### src/rtl/video_dram_sched.sv
// Shares one DRAM port between video fetch, CPU and refresh, one DRAM cycle at a time.
// Video owns fixed slots of a 16-cycle fetch period; CPU/refresh share the rest by priority.
module video_dram_sched #(
    parameter int unsigned DATA_LAT    = 4,
    parameter int unsigned REFR_PERIOD = 96
) (
    input  logic       clk,
    input  logic       rst_n,
    input  logic       dram_cyc_start,
    input  logic       fetch_sync,
    input  logic       video_go,
    input  logic [1:0] bw_mode,
    input  logic       cpu_req,
    input  logic       cpu_rnw,
    output logic       grant_video,
    output logic       grant_cpu,
    output logic       grant_refr,
    output logic       cpu_ack,
    output logic       video_strobe,
    output logic       cpu_strobe,
    output logic [1:0] refr_pend
);
    localparam int unsigned SLOT_W = 4;
    localparam int unsigned PEND_W = 2;
    localparam int unsigned DIV_W  = $clog2(REFR_PERIOD);
    localparam logic [DIV_W-1:0]  DIV_LAST = DIV_W'(REFR_PERIOD - 1);
    localparam logic [PEND_W-1:0] PEND_MAX = '1;

    logic [SLOT_W-1:0]   slot_q, slot_d, slot_new;
    logic                sync_flag_q, sync_flag_d;
    logic [DIV_W-1:0]    div_q, div_d;
    logic [PEND_W-1:0]   pend_q, pend_d;
    logic                gv_q, gv_d, gc_q, gc_d, gr_q, gr_d;
    logic                ack_q, ack_d;
    logic [DATA_LAT-1:0] vsr_q, vsr_d, csr_q, csr_d;

    logic vslot, pick_urgent, pick_cpu, pick_refr;
    logic refr_inc, refr_dec, vload, cload;

    // Slot of the cycle being started; a coincident fetch_sync forces slot 0.
    always_comb begin
        slot_new = (sync_flag_q || fetch_sync) ? '0 : slot_q + SLOT_W'(1);
        vslot    = 1'b0;
        case (bw_mode)
            2'b01:   vslot = video_go && (slot_new[2:0] == 3'b111);
            2'b10:   vslot = video_go && (slot_new[1:0] == 2'b11);
            2'b11:   vslot = video_go && slot_new[0];
            default: vslot = 1'b0;
        endcase
    end

    // Priority: video slot, urgent refresh, CPU, pending refresh.
    always_comb begin
        pick_urgent = !vslot && (pend_q == PEND_MAX);
        pick_cpu    = !vslot && !pick_urgent && cpu_req;
        pick_refr   = pick_urgent || (!vslot && !cpu_req && (pend_q != '0));
    end

    always_comb begin
        sync_flag_d = sync_flag_q | fetch_sync;
        slot_d      = slot_q;
        div_d       = div_q;
        gv_d        = gv_q;
        gc_d        = gc_q;
        gr_d        = gr_q;
        ack_d       = 1'b0;
        refr_inc    = 1'b0;
        refr_dec    = 1'b0;
        vload       = 1'b0;
        cload       = 1'b0;
        if (dram_cyc_start) begin
            sync_flag_d = 1'b0;
            slot_d      = slot_new;
            refr_inc    = (div_q == DIV_LAST);
            div_d       = refr_inc ? '0 : div_q + DIV_W'(1);
            refr_dec    = pick_refr;
            gv_d        = vslot;
            gc_d        = pick_cpu;
            gr_d        = pick_refr;
            ack_d       = pick_cpu;
            vload       = vslot;
            cload       = pick_cpu && cpu_rnw;
        end

        pend_d = pend_q;
        if (refr_inc && !refr_dec && (pend_q != PEND_MAX)) begin
            pend_d = pend_q + PEND_W'(1);
        end else if (refr_dec && !refr_inc) begin
            pend_d = pend_q - PEND_W'(1);
        end

        // Each grant enters its own latency line, unaffected by later grants.
        vsr_d = (vsr_q << 1) | DATA_LAT'(vload);
        csr_d = (csr_q << 1) | DATA_LAT'(cload);
    end

    always_ff @(posedge clk or negedge rst_n) begin
        if (!rst_n) begin
            slot_q      <= '0;
            sync_flag_q <= 1'b0;
            div_q       <= '0;
            pend_q      <= '0;
            gv_q        <= 1'b0;
            gc_q        <= 1'b0;
            gr_q        <= 1'b0;
            ack_q       <= 1'b0;
            vsr_q       <= '0;
            csr_q       <= '0;
        end else begin
            slot_q      <= slot_d;
            sync_flag_q <= sync_flag_d;
            div_q       <= div_d;
            pend_q      <= pend_d;
            gv_q        <= gv_d;
            gc_q        <= gc_d;
            gr_q        <= gr_d;
            ack_q       <= ack_d;
            vsr_q       <= vsr_d;
            csr_q       <= csr_d;
        end
    end

    assign grant_video  = gv_q;
    assign grant_cpu    = gc_q;
    assign grant_refr   = gr_q;
    assign cpu_ack      = ack_q;
    assign video_strobe = vsr_q[DATA_LAT-1];
    assign cpu_strobe   = csr_q[DATA_LAT-1];
    assign refr_pend    = pend_q;

endmodule

### config.mk
export PLATFORM = sky130hd
export DESIGN_NAME = video_dram_sched
export DESIGN_NICKNAME = d
export VERILOG_FILES = /design/src/rtl/video_dram_sched.sv
export SDC_FILE = /design/constraint.sdc
export NUM_CORES = 1
export LEC_CHECK = 0
export CAP_MARGIN = 25
export CORE_ASPECT_RATIO = 1.25
export CORE_UTILIZATION = 52
export CTS_BUF_LIST = sky130_fd_sc_hd__clkbuf_16
export DETAILED_ROUTE_END_ITERATION = 10
export PLACE_DENSITY = 0.76
export SETUP_SLACK_MARGIN = 0.4
export SYNTH_ARGS = -nofsm -noshare
export SYNTH_HDL_FRONTEND = slang
export SYNTH_SLANG_ARGS = --single-unit
### constraint.sdc
create_clock -name clk -period 2 [get_ports clk]
set_input_delay 0.4 -clock clk [delete_from_list [all_inputs] [get_ports clk]]
set_output_delay 0.4 -clock clk [all_outputs]
set_load 0.005 [all_outputs]
# Word-level counts from Yosys, hierarchy flattened
# Cells that the tools add are included.
dict set report totals {
  out_inout_bits 8
  register_bits 26
  word_cells 57
}
dict set report classes {
  addsub 4
  n_eq_ne 8
  mux 11
  n_reduce_logical 21
  bitwise_logic 3
}
# op n
set ops {}
lappend ops {{logical AND 1 bit} 12}
lappend ops {{equality test 2 bit (second input constant)} 4}
lappend ops {{OR 4 x 1 -> 4 bit} 2}
lappend ops {{adder 7 x 1 -> 7 bit (second input constant)} 1}
lappend ops {{equality test 7 bit (second input constant)} 1}
lappend ops {{2-to-1 mux 7 bit} 1}
lappend ops {{2-to-1 mux 1 bit} 6}
lappend ops {{zero test 1 bit} 5}
lappend ops {{adder 4 x 1 -> 4 bit (second input constant)} 1}
lappend ops {{2-to-1 mux 2 bit} 2}
lappend ops {{2-to-1 mux 4 bit} 1}
lappend ops {{nonzero test 2 bit} 2}
lappend ops {{equality test 3 bit (second input constant)} 1}
lappend ops {{one-hot mux 1 bit (3 select lines)} 1}
lappend ops {{adder 2 x 1 -> 2 bit (second input constant)} 1}
lappend ops {{equality test 2 x 1 -> 1 bit (second input constant)} 1}
lappend ops {{logical OR 1 bit} 2}
lappend ops {{inequality test 2 bit (second input constant)} 1}
lappend ops {{subtractor 2 x 1 -> 2 bit (second input constant)} 1}
lappend ops {{OR 1 bit} 1}

# Depth between registers and ports, before layout
dict set report logic_depth {
  word_depth 14
  mapped_depth 5
  depth_no_buf 5
}

# Least setup slack after synthesis
# OpenSTA, ideal clock, no wires.
dict set report synth_timing {
  path_type {reg-to-reg}
  startpoint {register slot_q[0]}
  endpoint {register pend_q[0], in the netlist refr_pend[0]}
  arrival_ns 1.437
  path_stages_with_launch 6
  path_buffers 0
  path_slack_ns 0.435
  required_time_ns 1.871
  period_less_slack_ns 1.565
  cell_sequence {dfrtp_1 -> ha_1 -> o21ai_0 -> o21a_1 -> nor2_1 -> a2111o_1}
}
dict set report synth_between {
  elab_chain_cells 14
}
# element line_no
set synth_lines {}
lappend synth_lines {{start, declared} 29} ;# logic [SLOT_W-1:0] slot_q, slot_d, slot_new;
lappend synth_lines {{start signal, assigned} 110} ;# slot_q <= slot_d;
lappend synth_lines {{adder 4 x 1 -> 4 bit (*)} 42} ;# slot_new = (sync_flag_q || fetch_sync) ? '0 : slot_q + SLOT_W'(1);
lappend synth_lines {{2-to-1 mux 4 bit (*)} 42}
lappend synth_lines {{equality test 3 bit or equality test 2 bit (tied branches)} {45, 46}}
lappend synth_lines {{logical AND 1 bit, on equally long branches} {45, 46}}
lappend synth_lines {{one-hot mux 1 bit (3 select lines) (*)} 44} ;# case (bw_mode)
lappend synth_lines {{zero test 1 bit (*)} {54, 56}}
lappend synth_lines {{logical AND 1 bit (2 in a row)} 56} ;# pick_refr = pick_urgent || (!vslot && !cpu_req && (pend_q != '0));
lappend synth_lines {{logical OR 1 bit (*)} 56}
lappend synth_lines {{2-to-1 mux 1 bit (*)} 71} ;# if (dram_cyc_start) begin
lappend synth_lines {{zero test 1 bit} 86} ;# if (refr_inc && !refr_dec && (pend_q != PEND_MAX)) begin
lappend synth_lines {{logical AND 1 bit (2 in a row)} 86}
lappend synth_lines {{2-to-1 mux 2 bit or nonzero test 2 bit (tied branches)} --}
lappend synth_lines {{end signal, assigned} 113} ;# pend_q <= pend_d;
lappend synth_lines {{end, declared} 32} ;# logic [PEND_W-1:0] pend_q, pend_d;
# Every way passes the cells marked *; elsewhere a longest branch is shown, timed or not.
# A chain may end at the register's enable or synchronous reset.

# Final worst setup path
# Same ends and word-level chain as after synthesis.

==> impl_results.md <==
* Status: completed
* Part of the Yosys area used for sequential elements at 0.538
* DRC at 0
* M3 GR Usage at 0.0292
* Global Route Usage Sum at 0.207
* Layout cell share with drive strength beyond 1 at 0.176
* Met1 usage at 0.243
* Cells after Synth at 106
* Iter 0 DRT Violations at 15
* Hpwl dp at 1.63 mm
* Routed Antenna Nets at 0
* Post-Syn Area per Cell at 11.0 um^2
* Met2 Use GR at 0.370
* H-tree levels at 1
* Worst Tran Pin Value at 308 ps
* Worst slew margin at 0.795
* Yosys Warn Count at 0
* Global-route wire length before repair at 3.57 mm
* CTS Buf Count at 3
* Arrival @ worst endpoint at 1720 ps
* # hold bufs at CTS at 0
* Vias in the first global route at 831
* TritonCTS clock tree: done
* EDFF count, synth at 0
* DIE AREA at 2430 um^2
* Die Ht at 54.9 um
* Critical Path Start: slot_q[0]
* # diodes at 0
* Core Rows at 18
* Minimum clock period at 1580 ps
* Placed inst area at 1380 um^2
* Avg WL per Cell at 13.9 um
* Vias at 912
* IO Count at 17
* Setup total negative slack at 0 ps
* RR Startpoint: slot_q[0]
* Final WL at 2.24 mm
* Peak supply drop at 736 uV
* Initial core utilization at 0.568
* Die width at 44.3 um
* Final Setup Violations at 0
* Main synth FF type: dfrtp_1
* Layout Nets at 143
* Final hold violations at 0
* Pleak at 0.683 nW
* RSZ-0062 raised after global routing: true
* Port Buf Inserts at 16
* Clk buf depth at 2
* Yosys top cell area share at 0.538
* Max-cap check violation count at 0
* Synth cell types at 39
* First-pass detailed-route iteration total at 4
* Cell Pwr Density at 977 nW/um^2
* GPL Wtd Cong at 0.874
* Startpoint Class: flip-flop
* Largest area contributor in the netlist: dfrtp_1
* Post-Layout Inst Area at 1520 um^2
* Largest net degree at the start of global routing at 26
* Top cells by area, synth: dfrtp_1, nand2_1, o21ai_0
* Seq cells post-synth at 25
* Endpoint type of the worst setup path: flip-flop
* Max Freq at 632 MHz
* Synth Cell Area at 1160 um^2
* Slew Limit Fails at 0
* HP Class: reg -> reg
* Core box area at 2050 um^2
* Syn Nets at 117
* Worst-Skew Late Latency at 260 ps
* Fin crit share at 0.792
* Initial antenna violation count at 0
* Hold_sp: vsr_q[2]
* Critical Path RT at 2140 ps
* Worst Skew at 3.29 ps
* Post-synthesis async set-or-reset flop share at 1.00
* CTS clk-pin slew, worst paths at 70 ps
* Crit path max fanout at 4
* GRT busiest layer: met2
* Area Growth Syn to Fin at 30.6%
* Worst reg2reg setup slack at 420 ps
* Routed vias/inst at 5.66
* Clk sinks at 25
* Critical path class: reg -> reg
* GRT overflow at 0
* Clk root buf: clkbuf_16
## worst max-delay path, stage by stage, from the launching register on
cell      delay, ps
dfrtp_2         430
ha_4            260
o21ai_1         150
o21a_1          180
nor2_1           90
a2111o_1        360
## layer usage
layer  wire [um]  part of all wire
met2        1190              0.53
met3          73             0.033
met4          29             0.013
met1         953              0.42
met5           0                 0
## flip-flops by register name, indices dropped and copies added, names as in the netlist, 2 cells and up
name and cells:
csr_q 4, div_q 7, vsr_q 4, slot_q 3, refr_pend 2
## cells by family (layout without fill, tap and decap cells)
kind of cell	after synthesis	in the layout	share of synthesized area
xor gates and xnor gates	5	5	0.0376
and+or+nand+nor	41	41	0.213
buffers and inverters	5	30	0.0204
AOI/OAI and AO/OA	26	26	0.152
DFF	25	25	0.538
adders and majority gates	2	2	0.0215
muxes	2	2	0.0183
## final cells by class
| cell class | count | area, um^2 |
|---|---|---|
| timing repair buffer | 23 | 215 |
| fill | 145 | 529 |
| clock buffer | 3 | 75.1 |
| clock inverter | 1 | 8.76 |
| sequential | 25 | 628 |
| inverter | 3 | 11.3 |
| multi-input combinational | 76 | 544 |
| tap | 30 | 37.5 |
## final timing paths
kind                                end  cells past startpoint
min                            vsr_q[3]                      0
min in group asynchronous      csr_q[1]                      2
max reg2reg                refr_pend[0]                      5
max in group asynchronous     slot_q[0]                      2
min reg2reg                    vsr_q[3]                      0
max                        refr_pend[0]                      5
## repair_timing
item	in CTS	in global routing
pin swaps	0	2
resized for setup	5	3
hold endpoints to repair	0	0
setup endpoints to repair	5	4
setup buffers	2	1
## Yosys cell counts (4+ instances only)
| library cell | count |
|---|---|
| nor3_1 | 4 |
| xnor2_1 | 4 |
| dfrtp_1 | 25 |
| o21ai_0 | 9 |
| nand2_1 | 13 |
| a21oi_1 | 4 |
| nor2_1 | 6 |
## power breakdown
part           internal (mW)  switching [mW]  leakage [nW]
Combinational          0.186           0.152         0.315
Sequential             0.588           0.106         0.326
Clock                  0.276           0.177        0.0415
Total                   1.05           0.435         0.683
## stage by stage
| stage | power [mW] | instances | hold slack (ps) | util | worst slack, ps |
|---|---|---|---|---|---|
| after floorplan | 0.873 | 106 | 104 | - | 435 |
| after global placement | 0.985 | 154 | 332 | 0.673 | 154 |
| after detailed placement | 1.00 | 154 | 339 | 0.673 | 85.0 |
| after CTS | 1.48 | 160 | 354 | 0.731 | 381 |
| after global routing | 1.56 | 161 | 355 | 0.742 | 364 |
| final | 1.49 | 161 | 352 | 0.742 | 417 |
## layout by cell type, fill, tap and decap left out, types with 2 or more instances in the layout
cell type / synthesis / routed
nor2_1: 6 / 6
xnor2_1: 4 / 4
inv_1: 2 / 2
nand2_1: 13 / 13
nor3_1: 4 / 4
buf_4: 1 / 7
dfrtp_1: 25 / 23
dfrtp_2: 0 / 2
clkbuf_16: 0 / 3
nand4_1: 2 / 2
clkdlybuf4s50_1: 0 / 15
nand3_1: 2 / 2
o2bb2ai_1: 2 / 2
a21o_1: 2 / 2
nor2b_1: 2 / 2
nand2b_1: 2 / 2
o21ai_0: 9 / 8
a21oi_1: 4 / 4
Note: power is estimated with default switching activity, not from simulation.
